## src/rtl/serdes_pkg.sv

```systemverilog
// Shared types and defaults for the serdes transmit path.
package serdes_pkg;

  localparam int SER_BITS = 8;
  localparam logic [7:0] SER_IDLE_CHAR = 8'hBC;  // K28.5 comma

  typedef enum logic {
    S_IDLE = 1'b0,
    S_DATA = 1'b1
  } state_t;

  // FIFO entry layout at the default width; ser_fifo2 stores the same {dk, data} packing.
  typedef struct packed {
    logic                dk;
    logic [SER_BITS-1:0] data;
  } ser_word_t;

endpackage

```

## src/rtl/ser_fifo2.sv

```systemverilog
// Two-entry FIFO between the upstream handshake and the serializer shift register.
module ser_fifo2 #(
  parameter int W = 9
) (
  input  logic         clk,
  input  logic         reset_L,
  input  logic         push,
  input  logic [W-1:0] push_data,
  input  logic         pop,
  output logic [W-1:0] pop_data,
  output logic         full,
  output logic         empty
);

  logic [W-1:0] mem [2];
  logic         wr_ptr;
  logic         rd_ptr;
  logic [1:0]   count;
  logic         push_ok;
  logic         pop_ok;

  // Flags come from the registered count, so a push into an empty FIFO is never popped on the same edge.
  assign full     = (count == 2'd2);
  assign empty    = (count == 2'd0);
  assign push_ok  = push && !full;
  assign pop_ok   = pop && !empty;
  assign pop_data = mem[rd_ptr];

  always_ff @(posedge clk) begin
    if (push_ok) begin
      mem[wr_ptr] <= push_data;
    end
  end

  always_ff @(posedge clk or negedge reset_L) begin
    if (!reset_L) begin
      wr_ptr <= 1'b0;
      rd_ptr <= 1'b0;
      count  <= 2'd0;
    end else begin
      if (push_ok) wr_ptr <= ~wr_ptr;
      if (pop_ok)  rd_ptr <= ~rd_ptr;
      case ({push_ok, pop_ok})
        2'b10:   count <= count + 2'd1;
        2'b01:   count <= count - 2'd1;
        default: count <= count;
      endcase
    end
  end

endmodule

```

## src/rtl/serializer_tx.sv

```systemverilog
// Parallel-to-serial transmitter: buffers words in ser_fifo2 and shifts them out MSB-first.
// Define SERIALIZER_IDLE_INSERT_EN to fill gaps with IDLE_CHAR (dk=1); otherwise gaps send zeros (dk=0).
module serializer_tx
  import serdes_pkg::*;
#(
  parameter int               BITS      = SER_BITS,
  parameter logic [BITS-1:0]  IDLE_CHAR = BITS'(SER_IDLE_CHAR)
) (
  input  logic            clk,
  input  logic            reset_L,
  input  logic [BITS-1:0] in_data,
  input  logic            in_dk,
  input  logic            in_valid,
  output logic            in_ready,
  output logic            data_out,
  output logic            dk_out,
  output logic            frame_start,
  output logic            idle,
  output logic            state_dbg
);

  // Handshake: a word transfers at a rising edge where in_valid && in_ready; in_ready
  // depends only on registered FIFO occupancy, and in_data/in_dk are ignored otherwise.

`ifdef SERIALIZER_IDLE_INSERT_EN
  localparam bit GAP_IDLE = 1'b1;
`else
  localparam bit GAP_IDLE = 1'b0;
`endif
  localparam logic [BITS-1:0] GAP_WORD = GAP_IDLE ? IDLE_CHAR : '0;
  localparam logic            GAP_DK   = GAP_IDLE;
  localparam int              CW       = $clog2(BITS);
  localparam logic [CW-1:0]   CNT_LAST = CW'(BITS - 1);

  state_t          state_q, state_d;
  logic [CW-1:0]   cnt_q, cnt_d;
  logic [BITS-1:0] shreg_q, shreg_d;
  logic            dk_q, dk_d;
  logic            idle_q, idle_d;
  logic            fs_q, fs_d;
  logic            boundary;
  logic [BITS:0]   head;
  logic            fifo_full;
  logic            fifo_empty;

  assign boundary = (cnt_q == CNT_LAST);

  ser_fifo2 #(.W(BITS + 1)) u_fifo (
    .clk       (clk),
    .reset_L   (reset_L),
    .push      (in_valid),
    .push_data ({in_dk, in_data}),
    .pop       (boundary),
    .pop_data  (head),
    .full      (fifo_full),
    .empty     (fifo_empty)
  );

  assign in_ready    = !fifo_full;
  assign data_out    = shreg_q[BITS-1];
  assign dk_out      = dk_q;
  assign idle        = idle_q;
  assign frame_start = fs_q;
  assign state_dbg   = (state_q == S_DATA);

  always_ff @(posedge clk or negedge reset_L) begin
    if (!reset_L) begin
      state_q <= S_IDLE;
      cnt_q   <= CNT_LAST;
      shreg_q <= '0;
      dk_q    <= 1'b0;
      idle_q  <= 1'b0;
      fs_q    <= 1'b0;
    end else begin
      state_q <= state_d;
      cnt_q   <= cnt_d;
      shreg_q <= shreg_d;
      dk_q    <= dk_d;
      idle_q  <= idle_d;
      fs_q    <= fs_d;
    end
  end

  always_comb begin
    state_d = state_q;
    cnt_d   = cnt_q + CW'(1);
    shreg_d = {shreg_q[BITS-2:0], 1'b0};
    dk_d    = dk_q;
    idle_d  = idle_q;
    if (boundary) begin
      cnt_d = '0;
      if (!fifo_empty) begin
        shreg_d = head[BITS-1:0];
        dk_d    = head[BITS];
        idle_d  = 1'b0;
        state_d = S_DATA;
      end else begin
        shreg_d = GAP_WORD;
        dk_d    = GAP_DK;
        idle_d  = 1'b1;
        state_d = S_IDLE;
      end
    end
    fs_d = (cnt_d == '0);
  end

endmodule

```

## config.mk

```make
export PLATFORM = sky130hd
export DESIGN_NAME = serializer_tx
export DESIGN_NICKNAME = d
export VERILOG_FILES = /design/src/rtl/serdes_pkg.sv /design/src/rtl/ser_fifo2.sv /design/src/rtl/serializer_tx.sv
export SDC_FILE = /design/constraint.sdc
export NUM_CORES = 1
export LEC_CHECK = 0
export ABC_AREA = 1
export CAP_MARGIN = 20
export CORE_MARGIN = 2
export CORE_UTILIZATION = 57
export CTS_CLUSTER_DIAMETER = 50
export DETAILED_ROUTE_END_ITERATION = 6
export PLACE_DENSITY = 0.9
export SLEW_MARGIN = 40
export SYNTH_ARGS = -nofsm -noshare
export SYNTH_HDL_FRONTEND = slang
export SYNTH_SLANG_ARGS = --single-unit
export TNS_END_PERCENT = 10
```

## constraint.sdc

```tcl
create_clock -name clk -period 2.9 [get_ports clk]
set_clock_uncertainty 0.15 [all_clocks]
set_input_delay 0.87 -clock clk [delete_from_list [all_inputs] [get_ports clk]]
set_output_delay 0.87 -clock clk [all_outputs]
set_load 0.005 [all_outputs]
```

# == After elaboration in Yosys (flattened, before gate mapping) ==
# Memories as Yosys holds them, arrays and structs flattened.
# Index checks and enable logic that the tools add are counted.
# totals
regBits,19
mem_bits_rw,18
inputBits,12
output_inout_bits,6
elab_cells,35
n_memories,1
# classes
n_addsub,3
eq_ne,4
n_mux,9
bitwise_logic,2
reduce_logical,7
# mem_list
memory,words,word_bits,rd,rd_ports_with_merged_regs,wr,line,source
u_fifo.mem,2,9,1,0,1,ser_fifo2.sv:15,logic [W-1:0] mem [2];
# op_table
cell,count
8-bit 2-to-1 mux,2
1-bit 2-to-1 mux,5
"2-bit == test, second input constant",2
2-bit case mux with 2 select lines,1
"3-bit by 1-bit adder with 3-bit output, second input constant",1
"3-bit == test, second input constant",1
3-bit zero test,1
3-bit 2-to-1 mux,1
"2-bit by 1-bit adder with 2-bit output, second input constant",1
"2-bit by 1-bit == test with 1-bit output, second input constant",1
1-bit logical AND,2
1-bit zero test,2
2-bit zero test,1
1-bit NOT,2
2-bit nonzero test,1
"2-bit by 1-bit subtractor with 2-bit output, second input constant",1

# == Longest topological paths before layout ==
# Gate-level depths: netlist of run 1.
# logic_depth
ltp_word,5
mapped_depth,11
ltp_nobuf,10

# == Cells and area by module ==
# From an unflattened synthesis of run 1, not the netlist that was laid out.
# hier_totals
cells_unflattened,134
hier_area_um2,1470.2
# modules_own_cells
mod,instances,cells_per_inst,area_each_um2,seq_area_each_um2
ser_fifo2,1,79,888.4,640.6
serializer_tx,1,55,581.8,379.1

# == Worst setup path after synthesis of run 1 ==
# OpenSTA, ideal clock, no wires.
# synth_path
kind,input to register
from,in in_valid
to,mem u_fifo.mem[0][0] (enable)
setup_time_ps,374
arrival_ps,1358
required_ps,2376
setup_slack_ps,1018
cell_stages,2
path_buffers,0
cell_sequence,nand2_2 > nor2_1
# synth_via
elab_chain_len,3
# synth_rtl
element,line,source
from (decl),serializer_tx.sv:13,"input logic in_valid,"
1-bit logical AND,ser_fifo2.sv:25,assign push_ok = push && !full;
1-bit 2-to-1 mux,ser_fifo2.sv:30,if (push_ok) begin
1-bit 2-to-1 mux (not written as such),ser_fifo2.sv:31,mem[wr_ptr] <= push_data;
to (decl),ser_fifo2.sv:15,
# Every way passes these cells.

# == Final worst setup path of run 1 ==
# layout_path
from,reg u_fifo.count[0]
to,out in_ready
# layout_via
elab_chain_len,2
# layout_rtl
element,line,source
from (decl),ser_fifo2.sv:18,logic [1:0] count;
from (signal assigned),ser_fifo2.sv:44,2'b10: count <= count + 2'd1;
from (signal assigned),ser_fifo2.sv:45,2'b01: count <= count - 2'd1;
from (signal assigned),ser_fifo2.sv:46,default: count <= count;
2-bit == test,ser_fifo2.sv:23,assign full = (count == 2'd2);
1-bit zero test,serializer_tx.sv:59,assign in_ready = !fifo_full;
to (decl),serializer_tx.sv:14,"output logic in_ready,"
# Every way passes these cells.

==> metrics.md, run 1 <==
| Metric | Value |
|---|---|
| Status | finished clean |
| Placeable core area | 0.002432 mm^2 |
| Overflow left after global routing | 0 |
| Residual DRC | 0 |
| Number of nets at the end of the flow | 168 |
| Wire length of the first global-routing pass | 3512 um |
| Final cell count without fillers | between 150 and 200 |
| Final RePlAce weighted congestion | roughly 0.71 |
| Count of cells along the worst hold path | 2 |
| Logic depth of the worst register-to-register path | 9 |
| Setup crit start kind | register |
| Area growth, synth to finish | 17.96% |
| Worst IR Drop VDD | 0.5845 mV |
| TritonCTS clock tree | yes |
| Area share of the leading cell type in the synthesized netlist | 37.66% |
| Power Total | ~1.4 mW |
| Number of cells produced by synthesis | 128 |
| CTS root buffer | sky130_fd_sc_hd__clkbuf_4 |
| Max-cap violations | 0 |
| Minimum period implied by the final worst setup slack | approximately 2500 ps |
| Total number of H-tree levels | 2 |
| Leading post-synthesis cells by instance count | 61 x sky130_fd_sc_hd__nand2_1, 18 x sky130_fd_sc_hd__edfxtp_1, 16 x sky130_fd_sc_hd__dfrtp_1 |
| Worst Path Required | 1880 ps |
| Number of antenna violations at the first check in global routing | 0 |
| Maximum clock rate | roughly 400 MHz |
| Minimum setup slack in the final design | 394.5 ps |
| Leading cell type by number of instances after synthesis | sky130_fd_sc_hd__nand2_1 |
| Cell area reported after detailed placement | about 0.0016 mm^2 |
| Clock sink count | 37 |
| Critical Path Sink Type | output port |
| Count of flip-flops with a built-in enable after synthesis | 18 |
| Number of instances resized during post-cts repair | 0 |
| Net count of the mapped netlist | 144 |
| Clock latency on the worst-skew pair | 330 ps |
| Wire length per cell after detailed routing | 12.02 um |
| Clock edge transition at the registers on the reported setup and hold paths | 100 ps |
| Worst-path maximum fanout | 4 |
| Vias in the first global route | between 800 and 900 |
| Maximum buffer depth of the clock tree | 2 |
| # setup viols final | 0 |
| Width of the chip | approximately 54 um |
| Starting density of the core | 59.00% |
| Share of final-layout standard cells stronger than drive strength 1 | between 10% and 20% |
| Antenna diodes | 0 |
| Cell taking the most area after synthesis | sky130_fd_sc_hd__edfxtp_1 |
| Actual transition at the worst max-transition pin | 387.3 ps |
| Die Footprint | about 0.003 mm^2 |
| TNS Setup | 0 ps |
| Signal arrival time at the worst endpoint | 1490 ps |
| Final HPWL DP | 1552 um |
| Worst setup path category | register to output port |
| Asr flop ratio synth | 51.35% |
| Cell count after placement | 175 |
| Netlist Area Pre-Place | 0.001435 mm^2 |
| Pin count of the biggest net entering global routing | 20 |
| Mean cell area of the mapped netlist | 11.21 um^2 |
| Leading post-synthesis cells by cell area | sky130_fd_sc_hd__edfxtp_1 38%, sky130_fd_sc_hd__dfrtp_1 28%, sky130_fd_sc_hd__nand2_1 16% |
| Sum of routed wire length over all layers | 2200 um |
| Vias | 923 |
| Final number of max-transition violations | 0 |
| Die Height | 54.18 um |
| Switching pwr | 0.4371 mW |
| Row count | 18 |
| Pwr/cell area | 821.9 mW/mm^2 |
| Count of input and output buffers | 17 |
| Hold_buf cts | 0 |
| Proportion of power drawn by the clock network | 17.9% |
| Register share of total power | roughly 57% |
| Number of synthesized register bits | 37 |
| Detailed Routing Iterations Pass 1 | 4 |
| Clock buffer count from CTS | 5 |
| DR iter-0 viols | 8 |
| Unrepaired setup endpoints after global routing | no |
| Sw Share | 31.42% |
| Yosys Warn Count | 0 |
| Worst hold-check path type | register to register |
| Utilization of the core after routing | approximately 70% |
| Yosys cell types | 19 |
| Slew headroom | between 70% and 80% |
| Overall track demand over capacity in global routing | 18.08% |
| Share of the yosys chip area belonging to registers | a little under three quarters |
| Cell-internal power | 0.9543 mW |
| Setup Buffers After CTS | 0 |
| Final antenna-violating net count | 0 |
| Most common flop cell mapped by yosys | sky130_fd_sc_hd__edfxtp_1 |
| Tightest hold margin | 320.2 ps |
| Vias per cell | 5.044 |
| Comb pwr share | 25.2% |
| Leak pwr | about 0.79 nW |
| Pre-CTS setup slack | between 500 and 600 ps |
| Final period util | a little under nine tenths |
| Post-route cell area | between 0.0015 and 0.002 mm^2 |
| Final Hold Fails | 0 |
| IO Pins | 18 |
==> cells in the final DEF (no fill, tap or decap) <==
cell	count
sky130_fd_sc_hd__a21oi_1	1
sky130_fd_sc_hd__buf_4	2
sky130_fd_sc_hd__clkbuf_1	1
sky130_fd_sc_hd__clkbuf_4	5
sky130_fd_sc_hd__clkdlybuf4s50_1	17
sky130_fd_sc_hd__clkinv_1	2
sky130_fd_sc_hd__clkinv_2	2
sky130_fd_sc_hd__dfrtp_1	16
sky130_fd_sc_hd__dfstp_2	3
sky130_fd_sc_hd__edfxtp_1	18
sky130_fd_sc_hd__ha_1	4
sky130_fd_sc_hd__inv_1	7
sky130_fd_sc_hd__inv_2	1
sky130_fd_sc_hd__nand2_1	61
sky130_fd_sc_hd__nand2_2	2
sky130_fd_sc_hd__nand3_1	1
sky130_fd_sc_hd__nand4_1	1
sky130_fd_sc_hd__nor2_1	5
sky130_fd_sc_hd__nor2_2	1
sky130_fd_sc_hd__nor2_4	1
sky130_fd_sc_hd__o21ai_2	1
sky130_fd_sc_hd__xnor2_1	1
==> worst max-delay path: stages, from the launching register on <==
cell and delay [ps]:
sky130_fd_sc_hd__dfrtp_1 450, sky130_fd_sc_hd__inv_1 100, sky130_fd_sc_hd__nand2_2 100, sky130_fd_sc_hd__clkdlybuf4s50_1 500
==> flip-flops by register name (all words and copies together), names as in the netlist <==
| register | cells |
|---|---|
| u_fifo.wr_ptr | 1 |
| shreg_q | 8 |
| dk_out | 1 |
| idle | 1 |
| u_fifo.mem | 18 |
| frame_start | 1 |
| u_fifo.rd_ptr | 1 |
| state_dbg | 1 |
| cnt_q | 3 |
| u_fifo.count | 2 |
==> worst paths after layout <==
check                                            startpoint                           to  slack (ps)
worst max-delay path            u_fifo.count[0]$_DFFE_PN0P_                     in_ready         390
worst min-delay path                   shreg_q[3]$_DFF_PN0_         shreg_q[4]$_DFF_PN0_         320
worst max register to register           cnt_q[0]$_DFF_PN1_  u_fifo.count[1]$_DFFE_PN0P_         880
worst min register to register         shreg_q[3]$_DFF_PN0_         shreg_q[4]$_DFF_PN0_         320
max in group asynchronous                           reset_L           cnt_q[2]$_DFF_PN1_        1640
min in group asynchronous                           reset_L        state_dbg$_DFFE_PN0N_         700
==> power by group through the flow <==
stage | registers, mW | clock network (mW) | logic [mW]
2_1_floorplan | 0.768 | 0 | 0.229
4_1_cts | 0.792 | 0.259 | 0.357
5_1_grt | 0.804 | 0.273 | 0.401
3_3_place_gp | 0.790 | 0 | 0.332
6_report | 0.792 | 0.249 | 0.351
3_5_place_dp | 0.803 | 0 | 0.355
==> logic make-up after synthesis <==
| logic type | count (synthesis) | share of synthesized area (%) |
|---|---|---|
| fa+ha+maj | 4 | 3.487 |
| simple gates | 72 | 20.14 |
| compound gates | 2 | 0.9588 |
| buf+inv | 12 | 3.749 |
| xor+xnor | 1 | 0.6104 |
| flops | 37 | 71.06 |
==> per-layer routing <==
metal	vias up	part of all wire [%]	GRT usage, %
li1	451	-	-
met1	450	39	17.57
met2	19	55	33.13
met3	3	5.4	7.500
met4	0	0.82	7.500
met5	-	0	0
==> area by class of cell <==
class | count | area (um^2)
Timing Repair Buffer | 19 | 185.2
Fill cell | 177 | 739.5
Tap cell | 30 | 37.54
Clock inverter | 2 | 10.01
Sequential cell | 37 | 1020
Multi-Input combinational cell | 79 | 361.6
Inverter | 10 | 37.54
Clock buffer | 6 | 41.29
No activity file was read; power rests on OpenSTA's default activity.
==> run 2: changes to the inputs <==
--- a/config.mk
+++ b/config.mk
@@ -5,13 +5,13 @@
 export SDC_FILE = /design/constraint.sdc
 export NUM_CORES = 1
 export LEC_CHECK = 0
-export ABC_AREA = 1
 export CAP_MARGIN = 20
 export CORE_MARGIN = 2
-export CORE_UTILIZATION = 57
+export CORE_UTILIZATION = 56
 export CTS_CLUSTER_DIAMETER = 50
 export DETAILED_ROUTE_END_ITERATION = 6
-export PLACE_DENSITY = 0.9
+export PLACE_DENSITY = 0.89
+export SKIP_LAST_GASP = 1
 export SLEW_MARGIN = 40
 export SYNTH_ARGS = -nofsm -noshare
 export SYNTH_HDL_FRONTEND = slang
==> run 2 against run 1 <==
Net effect: wire length down 17%; largest power group unchanged; maximum frequency up 2.0%; die area down 2.3%; cell area down 3.9%; critical endpoint unchanged; sequential power up 2%; final cell count down 23%; non-clock buffer count unchanged; critical path depth down 1.
==> metrics.md, run 2 <==
| Metric | Value |
|---|---|
| Status | finished clean |
| Leak pwr | 0.6915 nW (-12%) |
| Pwr/cell area | 839.6 mW/mm^2 (+2.1%) |
| Detailed Routing Iterations Pass 1 | 4 (unchanged) |
| Signal arrival time at the worst endpoint | 1440 ps (-50 ps) |
| Residual DRC | 0 (unchanged) |
| Share of final-layout standard cells stronger than drive strength 1 | 10.71% (-1.1 points) |
| Starting density of the core | 60.42% (+1.4 points) |
| Count of input and output buffers | 17 (unchanged) |
| Worst-path maximum fanout | 4 (unchanged) |
| Sum of routed wire length over all layers | 1832 um (-17%) |
| Register with the most flip-flops | u_fifo.mem |
| Final RePlAce weighted congestion | 0.6459 (-8.7%) |
| Leading post-synthesis cells by instance count | 18 x sky130_fd_sc_hd__edfxtp_1, 16 x sky130_fd_sc_hd__dfrtp_1, 10 x sky130_fd_sc_hd__inv_1 |
| Most frequent standard cell in the layout excluding fill and tap cells | sky130_fd_sc_hd__edfxtp_1 |
| Actual transition at the worst max-transition pin | 539.4 ps (+152.1 ps) |
| Most Used Layer, Global Route | met2 |
| Number of synthesized register bits | 37 (unchanged) |
| Minimum period implied by the final worst setup slack | 2457 ps (-47.97 ps) |
| Worst hold-check path type | register to register |
| Area share of the leading cell type in the synthesized netlist | 39.31% (+1.6 points) |
| Clock edge transition at the registers on the reported setup and hold paths | 90 ps (about the same) |
| Placeable core area | 0.002276 mm^2 (-6.4%) |
| Yosys Warn Count | 0 (unchanged) |
| Leading cell type by number of instances after synthesis | sky130_fd_sc_hd__edfxtp_1 |
| Leading cell types in the layout, fill and taps excluded | 18 x sky130_fd_sc_hd__edfxtp_1, 17 x sky130_fd_sc_hd__clkdlybuf4s50_1, 16 x sky130_fd_sc_hd__dfrtp_1, 10 x sky130_fd_sc_hd__inv_1, 9 x sky130_fd_sc_hd__mux2i_1 |
| Comb pwr share | 23.3% (-1.9 points) |
| Die Height | 53.55 um (-1.2%) |
| Yosys cell types | 18 (-1) |
| Critical Path Sink Type | output port |
| Count of flip-flops with a built-in enable after synthesis | 18 (unchanged) |
| Met3 Use GR | 5.000% (-2.5 points) |
| Slew headroom | 64.04% (-10 points) |
| Clock buffer count from CTS | 5 (unchanged) |
| Met1 Use GR | 17.64% (+0.066 points) |
| Hold_buf cts | 0 (unchanged) |
| Asr flop ratio synth | 51.35% (unchanged) |
| Setup crit start kind | register |
| Clock latency on the worst-skew pair | 320 ps (about the same) |
| Most common flop cell mapped by yosys | sky130_fd_sc_hd__edfxtp_1 |
| Netlist Area Pre-Place | 0.001375 mm^2 (-4.2%) |
| # setup viols final | 0 (unchanged) |
| Overflow left after global routing | 0 (unchanged) |
| Mean cell area of the mapped netlist | 15.63 um^2 (+39%) |
| Die Footprint | 0.002868 mm^2 (-2.3%) |
| Sw Share | 27.11% (-4.3 points) |
| Overall track demand over capacity in global routing | 16.55% (-1.5 points) |
| Register share of total power | 59.3% (+2.4 points) |
| Utilization of the core after routing | 71.47% (+1.9 points) |
| Worst setup path category | register to output port |
| Wire length of the first global-routing pass | 3125 um (-11%) |
| Cell taking the most area after synthesis | sky130_fd_sc_hd__edfxtp_1 |
| Worst IR Drop VDD | 0.4693 mV (-20%) |
| Number of antenna violations at the first check in global routing | 0 (unchanged) |
| Final number of max-transition violations | 0 (unchanged) |
| Final antenna-violating net count | 0 (unchanged) |
| Final Hold Fails | 0 (unchanged) |
| Number of cells produced by synthesis | 88 (-31%) |
| Antenna diodes | 0 (unchanged) |
| Wire length per cell after detailed routing | 13.09 um (+8.8%) |
| Maximum cell stage delay along the critical path | 490 ps (about the same) |
| Max reg flops | 18 (unchanged) |
| Cell-internal power | 0.9955 mW (+4.3%) |
| DR iter-0 viols | 9 (+1) |
| Proportion of power drawn by the clock network | 17.4% (-0.5 points) |
| Width of the chip | 53.55 um (-1.2%) |
| Layout fillers | 156 (-12%) |
| Net count of the mapped netlist | 104 (-28%) |
| Vias | 727 (-21%) |
| Largest registers | u_fifo.mem (18), shreg_q (8), cnt_q (3) |
| Library cell contributing the largest single delay on the critical path | sky130_fd_sc_hd__clkdlybuf4s50_1 |
| Unrepaired setup endpoints after global routing | no |
| Clock sink count | 37 (unchanged) |
| Maximum clock rate | 406.9 MHz (+2.0%) |
| Max-cap violations | 0 (unchanged) |
| TNS Setup | 0 ps (unchanged) |
| TritonCTS clock tree | yes |
| Series of cell instances along the critical path | nand2b_4, clkdlybuf4s50_1 |
| IO Pins | 18 (unchanged) |
| CTS root buffer | sky130_fd_sc_hd__clkbuf_4 |
| Register area | 0.001020 mm^2 (unchanged) |
| Maximum buffer depth of the clock tree | 2 (unchanged) |
| Setup Buffers After CTS | 0 (unchanged) |
| Row count | 17 (-1) |
| Number of nets at the end of the flow | 127 (-24%) |
| Routing usage on met2 | 28.60% (-4.5 points) |
| Share of the yosys chip area belonging to registers | 74.16% (+3.1 points) |
| Vias in the first global route | 741 (-13%) |
| Final HPWL DP | 1266 um (-18%) |
| Total number of H-tree levels | 2 (unchanged) |
| Worst Path Required | 1880 ps (about the same) |
| Switching pwr | 0.3702 mW (-15%) |
| Vias per cell | 5.193 (+3.0%) |
| Final period util | 84.74% (-1.7 points) |
| Number of instances resized during post-cts repair | 0 (unchanged) |
| Pin count of the biggest net entering global routing | 20 (unchanged) |
| Combined area of the multi-input logic cells | 300.3 um^2 (-17%) |
| Leading post-synthesis cells by cell area | sky130_fd_sc_hd__edfxtp_1 39%, sky130_fd_sc_hd__dfrtp_1 29%, sky130_fd_sc_hd__mux2i_1 6.6% |
| Area growth, synth to finish | 18.29% |
==> run 2: cell count changes after synthesis, moves of 2 or more <==
cell and change:
sky130_fd_sc_hd__xnor2_1 +3, sky130_fd_sc_hd__inv_1 +3, sky130_fd_sc_hd__mux2i_1 +9, sky130_fd_sc_hd__o22ai_1 +8
sky130_fd_sc_hd__nand2_2 -2, sky130_fd_sc_hd__clkinv_1 -2, sky130_fd_sc_hd__nand2_1 -60
==> run 2: layer usage <==
metal  share of wire, %  routed length [um]
met3                4.7                  87
met4                2.2                  41
met1                 42                 772
met2                 51                 931
met5                  0                   0
==> run 2: layout make-up <==
cell class	instances	share of cell area [%]
sequential	37	62.69
multi-input combinational	38	18.46
timing repair buffer	19	11.38
clock buffer	7	2.769
inverter	10	2.308
tap	28	2.154
clock inverter	1	0.2308
==> run 2: worst paths after layout <==
kind,startpoint,to,slack [ps],depth (start not counted)
worst max register to register,cnt_q[0]$_DFF_PN1_,u_fifo.count[1]$_DFFE_PN0P_,610,7
worst min-delay path,u_fifo.wr_ptr$_DFFE_PN0N_,u_fifo.wr_ptr$_DFFE_PN0N_,360,1
worst min register to register,u_fifo.wr_ptr$_DFFE_PN0N_,u_fifo.wr_ptr$_DFFE_PN0N_,360,1
max in group asynchronous,reset_L,cnt_q[2]$_DFF_PN1_,1610,2
min in group asynchronous,reset_L,shreg_q[3]$_DFF_PN0_,730,2
worst max-delay path,u_fifo.count[0]$_DFFE_PN0P_,in_ready,440,2
==> run 2: power by group through the flow <==
stage / combinational [mW] / clock, mW / sequential, mW
3_5_place_dp: 0.323 / 0 / 0.823
6_report: 0.318 / 0.238 / 0.810
3_3_place_gp: 0.309 / 0 / 0.811
2_1_floorplan: 0.225 / 0 / 0.777
4_1_cts: 0.324 / 0.246 / 0.811
5_1_grt: 0.358 / 0.264 / 0.829
==> run 2: logic make-up (layout without fill, tap and decap cells) <==
kind of cell | after synthesis | after routing | share of synthesized area, %
adders and majority gates | 4 | 4 | 3.640
xor gates and xnor gates | 5 | 5 | 3.185
and+or+nand+nor | 10 | 10 | 3.822
AOI/OAI and AO/OA | 10 | 10 | 4.640
DFF | 37 | 37 | 74.16
muxes | 9 | 9 | 6.552
buffers and inverters | 13 | 37 | 4.004
==> run 2: stage by stage <==
step / cells / total power, mW / hold WS [ps] / cell area [um^2] / worst slack (ps)
6_report: 140 / 1.366 / 360.0 / 1627 / 442.5
5_1_grt: 140 / 1.451 / 385.3 / 1627 / 388.3
4_1_cts: 140 / 1.381 / 359.8 / 1627 / 437.9
3_5_place_dp: 132 / 1.146 / 339.0 / 1578 / 578.9
3_3_place_gp: 132 / 1.120 / 318.3 / 1578 / 634.4
2_1_floorplan: 88 / 1.002 / 310.4 / 1375 / 1008
==> run 2: worst max-delay path, delay by kind of cell, from the launching register on <==
family                 cells  cell delay [ps]
and+or+nand+nor            1              170
DFF                        1              450
buffers and inverters      1              490
